<file path="src/rtl/nn_training_sequencer_if.sv">
// nn_training_sequencer_if: control bundle between the solver iteration scheduler and its datapath.
// master: sequencer side (takes START/ERR_*, drives memory strobes, phase, counters).
// slave:  datapath/host side (drives START/ERR_*, observes strobes).
interface nn_training_sequencer_if #(parameter int CNT_W = 16);
  logic START;
  logic ERR_VALID;
  logic ERR_BETTER;
  logic ERR_CONVERGED;
  logic INITIAL_READ_FLAG;
  logic BEST_WR;
  logic STALL;
  logic TRAIN_EN;
  logic OLD_WEIGHT_RD;
  logic WRITE_TRAINING;
  logic UPDATE_WEIGHT;
  logic [1:0] TRAINING_MODE;
  logic FIRST_MANH_DONE;
  logic SECOND_MANH_DONE;
  logic FINISHED;
  logic STOP;
  logic [CNT_W-1:0] ITER_COUNT;
  logic TIMEOUT;
  modport master (
    input START, ERR_VALID, ERR_BETTER, ERR_CONVERGED,
    output INITIAL_READ_FLAG, BEST_WR, STALL, TRAIN_EN, OLD_WEIGHT_RD, WRITE_TRAINING,
    output UPDATE_WEIGHT, TRAINING_MODE, FIRST_MANH_DONE, SECOND_MANH_DONE, FINISHED, STOP,
    output ITER_COUNT, TIMEOUT
  );
  modport slave (
    output START, ERR_VALID, ERR_BETTER, ERR_CONVERGED,
    input INITIAL_READ_FLAG, BEST_WR, STALL, TRAIN_EN, OLD_WEIGHT_RD, WRITE_TRAINING,
    input UPDATE_WEIGHT, TRAINING_MODE, FIRST_MANH_DONE, SECOND_MANH_DONE, FINISHED, STOP,
    input ITER_COUNT, TIMEOUT
  );
endinterface

</file>
<file path="src/rtl/nn_training_sequencer.sv">
// nn_training_sequencer: iteration scheduler for the NN nonlinear-equation solver (M1 -> M2 -> ADAM -> reload best -> stop).
// Ports: CLK, RESET (sync, active-high), bus (nn_training_sequencer_if.master):
//   in  START, ERR_VALID, ERR_BETTER, ERR_CONVERGED
//   out INITIAL_READ_FLAG, BEST_WR, STALL, TRAIN_EN, OLD_WEIGHT_RD, WRITE_TRAINING, UPDATE_WEIGHT,
//       TRAINING_MODE[1:0], FIRST_MANH_DONE, SECOND_MANH_DONE, FINISHED, STOP, ITER_COUNT[CNT_W-1:0], TIMEOUT
// Optional EVAL watchdog: define NN_SEQ_WATCHDOG_EN (TIMEOUT tied to 0 otherwise).
module nn_training_sequencer #(
  parameter int NUM_UNKNOWNS = 2,
  parameter int PIPE_LAT = 4,
  parameter int EXTRA_CYCLES = 3,
  parameter int ITER_M1 = 16,
  parameter int ITER_M2 = 16,
  parameter int ITER_ADAM = 64,
  parameter int CNT_W = 16,
  parameter int WD_CYCLES = 255
) (
  input logic CLK,
  input logic RESET,
  nn_training_sequencer_if.master bus
);
  localparam logic [3:0] IDLE = 4'd0, LOAD = 4'd1, FILL = 4'd2, TRAIN = 4'd3, EVAL = 4'd4,
                         SAVE = 4'd5, UPDATE = 4'd6, RELOAD = 4'd7, DONE = 4'd8;
  localparam logic [1:0] M1 = 2'b00, M2 = 2'b01, ADAM = 2'b10;
  localparam int FILL_N = PIPE_LAT + EXTRA_CYCLES;
  localparam int MAXV = NUM_UNKNOWNS > FILL_N ? (NUM_UNKNOWNS > WD_CYCLES ? NUM_UNKNOWNS : WD_CYCLES)
                                              : (FILL_N > WD_CYCLES ? FILL_N : WD_CYCLES);
  localparam int CW = $clog2(MAXV + 1) < 1 ? 1 : $clog2(MAXV + 1);
  localparam logic [CNT_W-1:0] L1 = CNT_W'(ITER_M1 < 1 ? 1 : ITER_M1);
  localparam logic [CNT_W-1:0] L2 = CNT_W'(ITER_M2 < 1 ? 1 : ITER_M2);
  localparam logic [CNT_W-1:0] L3 = CNT_W'(ITER_ADAM < 1 ? 1 : ITER_ADAM);
  logic [3:0] state, nxt, dec_nxt;
  logic [CW-1:0] cnt;
  logic [CNT_W-1:0] iter, iter_inc, lim;
  logic [1:0] mode;
  logic conv, dconv, dec, phase_end, last_root, last_fill, start_ok, wd_hit;
  // cnt restarts on every state change: burst index in LOAD/TRAIN/SAVE/RELOAD, fill count, EVAL dwell time
  assign last_root = cnt == CW'(NUM_UNKNOWNS - 1);
  assign last_fill = cnt == CW'(FILL_N - 1);
  assign start_ok = bus.START && (state == IDLE || state == DONE);
  assign lim = mode == M1 ? L1 : mode == M2 ? L2 : L3;
  assign iter_inc = &iter ? iter : iter + 1'b1;
  assign phase_end = iter_inc >= lim;
  // a SAVE defers the decision, so it uses the converged flag captured at ERR_VALID
  assign dconv = state == EVAL ? bus.ERR_CONVERGED : conv;
  assign dec = (state == EVAL && bus.ERR_VALID && !bus.ERR_BETTER) || (state == SAVE && last_root);
  assign dec_nxt = (dconv || (phase_end && mode == ADAM)) ? RELOAD : UPDATE;
`ifdef NN_SEQ_WATCHDOG_EN
  logic timeout;
  assign wd_hit = cnt == CW'(WD_CYCLES);
  always_ff @(posedge CLK)
    if (RESET || start_ok) timeout <= 1'b0;
    else if (state == EVAL && !bus.ERR_VALID && wd_hit) timeout <= 1'b1;
  assign bus.TIMEOUT = timeout;
`else
  assign wd_hit = 1'b0;
  assign bus.TIMEOUT = 1'b0;
`endif
  always_comb begin
    nxt = state;
    case (state)
      IDLE, DONE: nxt = bus.START ? LOAD : state;
      LOAD: nxt = last_root ? FILL : LOAD;
      FILL: nxt = last_fill ? TRAIN : FILL;
      TRAIN: nxt = last_root ? EVAL : TRAIN;
      EVAL: nxt = bus.ERR_VALID ? (bus.ERR_BETTER ? SAVE : dec_nxt) : wd_hit ? RELOAD : EVAL;
      SAVE: nxt = last_root ? dec_nxt : SAVE;
      UPDATE: nxt = FILL;
      RELOAD: nxt = last_root ? DONE : RELOAD;
      default: nxt = IDLE;
    endcase
  end
  always_ff @(posedge CLK)
    if (RESET) begin
      state <= IDLE;
      cnt <= '0;
      iter <= '0;
      mode <= M1;
      conv <= 1'b0;
    end else begin
      state <= nxt;
      cnt <= nxt != state ? '0 : cnt + 1'b1;
      if (state == EVAL && bus.ERR_VALID) conv <= bus.ERR_CONVERGED;
      if (dec && !dconv) begin
        iter <= phase_end ? '0 : iter_inc;
        if (phase_end && mode != ADAM) mode <= mode + 2'd1;
      end
      if (start_ok) begin
        iter <= '0;
        mode <= M1;
      end
    end
  assign bus.INITIAL_READ_FLAG = state == LOAD;
  assign bus.BEST_WR = state == LOAD || state == SAVE;
  assign bus.STALL = state == FILL;
  assign bus.TRAIN_EN = state == TRAIN;
  assign bus.OLD_WEIGHT_RD = state == TRAIN;
  assign bus.WRITE_TRAINING = state == TRAIN;
  assign bus.UPDATE_WEIGHT = state == UPDATE;
  // iter is 0 inside UPDATE only right after a phase advance, so these decode to the first-UPDATE pulse
  assign bus.FIRST_MANH_DONE = state == UPDATE && mode == M2 && iter == '0;
  assign bus.SECOND_MANH_DONE = state == UPDATE && mode == ADAM && iter == '0;
  assign bus.FINISHED = state == RELOAD;
  assign bus.STOP = state == DONE;
  assign bus.TRAINING_MODE = mode;
  assign bus.ITER_COUNT = iter;
endmodule

</file>
<file path="src/flat_wrapper.sv">
// flat-port wrapper written by rule: the top's interface ports become plain ports
module nn_training_sequencer_flat 
#(
  parameter int NUM_UNKNOWNS = 2,
  parameter int PIPE_LAT = 4,
  parameter int EXTRA_CYCLES = 3,
  parameter int ITER_M1 = 16,
  parameter int ITER_M2 = 16,
  parameter int ITER_ADAM = 64,
  parameter int CNT_W = 16,
  parameter int WD_CYCLES = 255
)
  (CLK, RESET, bus_START, bus_ERR_VALID, bus_ERR_BETTER, bus_ERR_CONVERGED, bus_INITIAL_READ_FLAG, bus_BEST_WR, bus_STALL, bus_TRAIN_EN, bus_OLD_WEIGHT_RD, bus_WRITE_TRAINING, bus_UPDATE_WEIGHT, bus_TRAINING_MODE, bus_FIRST_MANH_DONE, bus_SECOND_MANH_DONE, bus_FINISHED, bus_STOP, bus_ITER_COUNT, bus_TIMEOUT);
  nn_training_sequencer_if #(.CNT_W(CNT_W)) bus_i ();
  input logic CLK;
  input logic RESET;
  input wire logic [$bits(bus_i.START)-1:0] bus_START;
  input wire logic [$bits(bus_i.ERR_VALID)-1:0] bus_ERR_VALID;
  input wire logic [$bits(bus_i.ERR_BETTER)-1:0] bus_ERR_BETTER;
  input wire logic [$bits(bus_i.ERR_CONVERGED)-1:0] bus_ERR_CONVERGED;
  output wire logic [$bits(bus_i.INITIAL_READ_FLAG)-1:0] bus_INITIAL_READ_FLAG;
  output wire logic [$bits(bus_i.BEST_WR)-1:0] bus_BEST_WR;
  output wire logic [$bits(bus_i.STALL)-1:0] bus_STALL;
  output wire logic [$bits(bus_i.TRAIN_EN)-1:0] bus_TRAIN_EN;
  output wire logic [$bits(bus_i.OLD_WEIGHT_RD)-1:0] bus_OLD_WEIGHT_RD;
  output wire logic [$bits(bus_i.WRITE_TRAINING)-1:0] bus_WRITE_TRAINING;
  output wire logic [$bits(bus_i.UPDATE_WEIGHT)-1:0] bus_UPDATE_WEIGHT;
  output wire logic [$bits(bus_i.TRAINING_MODE)-1:0] bus_TRAINING_MODE;
  output wire logic [$bits(bus_i.FIRST_MANH_DONE)-1:0] bus_FIRST_MANH_DONE;
  output wire logic [$bits(bus_i.SECOND_MANH_DONE)-1:0] bus_SECOND_MANH_DONE;
  output wire logic [$bits(bus_i.FINISHED)-1:0] bus_FINISHED;
  output wire logic [$bits(bus_i.STOP)-1:0] bus_STOP;
  output wire logic [$bits(bus_i.ITER_COUNT)-1:0] bus_ITER_COUNT;
  output wire logic [$bits(bus_i.TIMEOUT)-1:0] bus_TIMEOUT;
  assign bus_i.START = bus_START;
  assign bus_i.ERR_VALID = bus_ERR_VALID;
  assign bus_i.ERR_BETTER = bus_ERR_BETTER;
  assign bus_i.ERR_CONVERGED = bus_ERR_CONVERGED;
  assign bus_INITIAL_READ_FLAG = bus_i.INITIAL_READ_FLAG;
  assign bus_BEST_WR = bus_i.BEST_WR;
  assign bus_STALL = bus_i.STALL;
  assign bus_TRAIN_EN = bus_i.TRAIN_EN;
  assign bus_OLD_WEIGHT_RD = bus_i.OLD_WEIGHT_RD;
  assign bus_WRITE_TRAINING = bus_i.WRITE_TRAINING;
  assign bus_UPDATE_WEIGHT = bus_i.UPDATE_WEIGHT;
  assign bus_TRAINING_MODE = bus_i.TRAINING_MODE;
  assign bus_FIRST_MANH_DONE = bus_i.FIRST_MANH_DONE;
  assign bus_SECOND_MANH_DONE = bus_i.SECOND_MANH_DONE;
  assign bus_FINISHED = bus_i.FINISHED;
  assign bus_STOP = bus_i.STOP;
  assign bus_ITER_COUNT = bus_i.ITER_COUNT;
  assign bus_TIMEOUT = bus_i.TIMEOUT;
  nn_training_sequencer #(.NUM_UNKNOWNS(NUM_UNKNOWNS), .PIPE_LAT(PIPE_LAT), .EXTRA_CYCLES(EXTRA_CYCLES), .ITER_M1(ITER_M1), .ITER_M2(ITER_M2), .ITER_ADAM(ITER_ADAM), .CNT_W(CNT_W), .WD_CYCLES(WD_CYCLES)) u_core (.CLK(CLK), .RESET(RESET), .bus(bus_i));
endmodule
</file>
<file path="config.mk">
export PLATFORM = sky130hd
export DESIGN_NAME = nn_training_sequencer_flat
export DESIGN_NICKNAME = d
export VERILOG_FILES = /design/src/rtl/nn_training_sequencer_if.sv /design/src/rtl/nn_training_sequencer.sv /design/src/flat_wrapper.sv
export SDC_FILE = /design/constraint.sdc
export NUM_CORES = 1
export LEC_CHECK = 0
export ABC_AREA = 1
export BUFFER_PORTS_ARGS = -buffer_cell sky130_fd_sc_hd__buf_2
export CAP_MARGIN = 20
export CORE_ASPECT_RATIO = 1.1
export CORE_MARGIN = 3
export CORE_UTILIZATION = 40
export DETAILED_ROUTE_END_ITERATION = 10
export SLEW_MARGIN = 15
export SYNTH_ARGS = -nofsm -noshare
export SYNTH_HDL_FRONTEND = slang
export SYNTH_SLANG_ARGS = --single-unit
</file>
<file path="constraint.sdc">
create_clock -name CLK -period 3 [get_ports CLK]
set_clock_uncertainty 0.2 [all_clocks]
set_input_delay 0.3 -clock CLK [delete_from_list [all_inputs] [get_ports CLK]]
set_output_delay 0.3 -clock CLK [all_outputs]
set_load 0.05 [all_outputs]
</file>
==> run_results.csv <==
group,metric,value,unit
outcome,status,"completed",
pwr,seqPwrFrac,46.7,%
logic_synthesis,synth_edf_count,0,
worst_setup_path,r2r_slack,250,ps
clock_network,root_buffer,"clkbuf_8",
sta,setup_viol,0,
floorplanning,start_util,42.4,%
sta,hold_viol,0,
logic_synthesis,synthesis.nets,348,
clock_network,cts_buffer_depth,2,
detailed_routing,wl,5420,um
grt,grt.total_usage,17.6,%
pwr,vdd_ir_drop_max,206,uV
finish,nets,389,
sta,layout_setup_ws,247,ps
placement,portBuffers,34,
finish,fin_util,49.6,%
detailed_routing,drt-vias-per-instance,4.87,
sta,period_share,91.8,%
logic_synthesis,synthDistinctLibCells,34,
sta,slew_violations,0,
worst_setup_path,required,2980,ps
placement,place.gp.congestion,0.889,
worst_setup_path,endpoint,"u_core.cnt[6]",
worst_setup_path,worstRegToRegCells,18,
floorplanning,core,5130,um^2
sta,max_freq,0.363,GHz
floorplanning,die_height,83.4,um
pwr,p_sw_share,32.4,%
grt,antenna_found_initial,0,
clock_network,cts-buffers-inserted,5,
pwr,clkPwrFrac,35.8,%
logic_synthesis,synthesis.area,2180,um^2
detailed_routing,drtAntennaViolNets,0,
detailed_routing,post-route-drc-count,0,
grt,grt_max_degree,24,
pwr,p_int,627,uW
sta,setup-tns-final,0,ps
finish,postLayoutCellArea,2550,um^2
floorplanning,io_pins,36,
worst_hold_path,holdCritPathClass,"in2reg",
floorplanning,die_area,6370,um^2
logic_synthesis,synth_warnings,0,
clock_network,worstSkewPairLatency,280,ps
detailed_routing,via_count,2173,
floorplanning,rows,27,
clock_network,clock-sinks,31,
pwr,leakage,1.22,nW
logic_synthesis,ys.flop_type,"dfxtp_1",
placement,hpwl,4230,um
floorplanning,die_x,76.4,um
sta,rsz0062_at_grt,"false",
worst_setup_path,cp-end-kind,"flip-flop",
placement,place_area,2440,um^2
worst_setup_path,path_class,"reg2reg",
logic_synthesis,ys_async_sr_fraction,0,%
logic_synthesis,synth.top_cell.area_share,28.5,%
worst_setup_path,crit_start,"u_core.bus.ITER_COUNT[1]",
clock_network,htree_levels,2,
finish,final_cells,446,
worst_setup_path,reg2reg_to,"u_core.cnt[6]",
logic_synthesis,ys_seq_elements,31,
grt,grt_first_pass_wirelength,9270,um
sta,hold_slack,124,ps
clock_network,cts_tree,"done",
pwr,combPwrFrac,17.5,%
worst_hold_path,holdCritStartpoint,"bus_ERR_CONVERGED",
finish,layout-drive-gt1-share,23.0,%
pwr,cellPowerDensity,364,nW/um^2
sta,fin_crit,2750,ps
logic_synthesis,ys_seq_area_share,28.5,%
pwr,p_sw,300,uW
logic_synthesis,synth_top_cell_by_area,"dfxtp_1",
worst_setup_path,critPathLaunchType,"flip-flop",
logic_synthesis,syn_inst,332,
detailed_routing,drt_first_pass_iters,4,
worst_setup_path,crit_arrival,2730,ps
clock_network,path_clk_slew,70,ps
grt,grt_overflow_total,0,
pwr,power,928,uW
logic_synthesis,avgSynthCellArea,6.57,um^2
finish,insertedDiodeCount,0,
finish,syn_to_final_growth,16.8,%
placement,placed_cells,437,
detailed_routing,drt_iter0_markers,130,
worst_setup_path,reg2reg_from,"u_core.bus.ITER_COUNT[1]",
worst_setup_path,path_max_fanout,8,
grt,grt_pass1_vias,2072,
detailed_routing,wl_per_cell,12.1,um
job,maxCapViolations,0,
clock_network,post-cts-setup-buffers,0,
logic_synthesis,synthTopCellsByArea,"dfxtp_1 (28%), nand2_1 (11%), inv_1 (8.4%), nor2_1 (7.6%), ha_1 (5.7%)",
placement,dpl_worst_slack,196,ps
worst min-delay path by stage:
stage                       to  slack, ps  cells after the start
4_1_cts            u_core.conv        120                      3
3_3_place_gp       u_core.conv        250                      2
6_report           u_core.conv        120                      3
2_1_floorplan  u_core.state[3]        170                      1
3_5_place_dp       u_core.conv        250                      2
5_1_grt            u_core.conv        160                      3
metal layers:
layer  track usage (%)  vias to the layer above  part of all wire [%]
li1                  -                     1136                     -
met1              21.7                      980                    46
met2              30.1                       51                    49
met3              3.69                        6                   4.6
met4              5.93                        0                   1.1
met5                 0                        -                     0
synthesized netlist by cell type, types with 2 or more instances:
master and count:
nand3b_1 2, nand3_2 5, nand4_1 6, xnor2_1 6
xor2_1 5, nor3b_1 2, ha_1 10, nor4_1 4
dfxtp_1 31, buf_6 2, nor2_1 44, o21ai_1 3
nor2_2 14, nand2_4 2, nand3_1 23, or2_2 2
nand2_2 7, nor3_1 15, o21ai_0 12, inv_1 49
nand2_1 62, buf_4 3, a21oi_1 12
sequential cells by signal (all words and copies together), names as in the netlist:
signal / flops
u_core.bus.ITER_COUNT: 16
u_core.cnt: 8
u_core.state: 4
u_core.bus.TRAINING_MODE: 2
u_core.conv: 1
timing repair:
action / 4_1_cts / 5_1_grt
hold buffers: 1 / 0
endpoints found under the setup margin: 0 / 8
resized for setup: 0 / 2
hold endpoints to repair: 1 / 0
cells by family (layout without fill, tap and decap cells):
family	after synthesis	count (layout)	synth area share [%]
and+or+nand+nor	190	190	42.1
buffers and inverters	58	100	11.4
AOI/OAI and AO/OA	31	31	7.69
DFF	31	31	28.5
xor gates and xnor gates	11	11	4.42
adders and majority gates	10	10	5.74
other	1	1	0.172
power by group through the flow:
| stage | clock network (mW) | logic [mW] | registers [mW] |
|---|---|---|---|
| CTS | 0.350 | 0.163 | 0.433 |
| global placement | 0 | 0.161 | 0.442 |
| global route | 0.367 | 0.177 | 0.435 |
| floorplan | 0 | 0.128 | 0.441 |
| detailed placement | 0 | 0.162 | 0.442 |
| finish | 0.332 | 0.162 | 0.433 |
critical path, cell delays in order, from the launching register on:
cell	delay [ps]
dfxtp_1	420
ha_2	260
nand3_2	130
inv_2	80
nand2_2	70
nor2_1	220
nor3b_1	100
ha_1	280
nand3_1	70
nor2_1	80
nand3_1	90
nand3_2	120
nand2_2	70
nand3_2	60
nand2_2	50
nand3_2	90
nand2_2	60
nand2_4	150
nor2_2	40
cell type report:
type | instances | area [um^2]
clock buffers | 5 | 68.8
flip-flops and latches | 31 | 621
clock inverters | 3 | 20.0
inverters | 51 | 194
repair buffers | 41 | 225
multi-input cells | 243 | 1330
fillers | 546 | 2590
well taps | 72 | 90.1
cells in the final DEF, fill, tap and decap left out, types with 2 or more instances in the layout:
master      instances
nor3_1             14
nor3b_1             2
buf_4               6
nand4_1             6
inv_1              49
nand3_1            23
nor3_2              2
o21ai_1             3
nand2_2             7
nand3_2             5
dfxtp_1            31
nand2_4             2
clkbuf_8            5
nand2_1            62
nor4_1              3
xnor2_1             6
buf_2              34
nor2_1             43
nand3b_1            2
a21oi_1            12
o21ai_0            12
xor2_1              5
clkinvlp_4          2
ha_1                9
nor2_2             15
or2_2               2
Note: power is estimated with default switching activity, not from simulation.
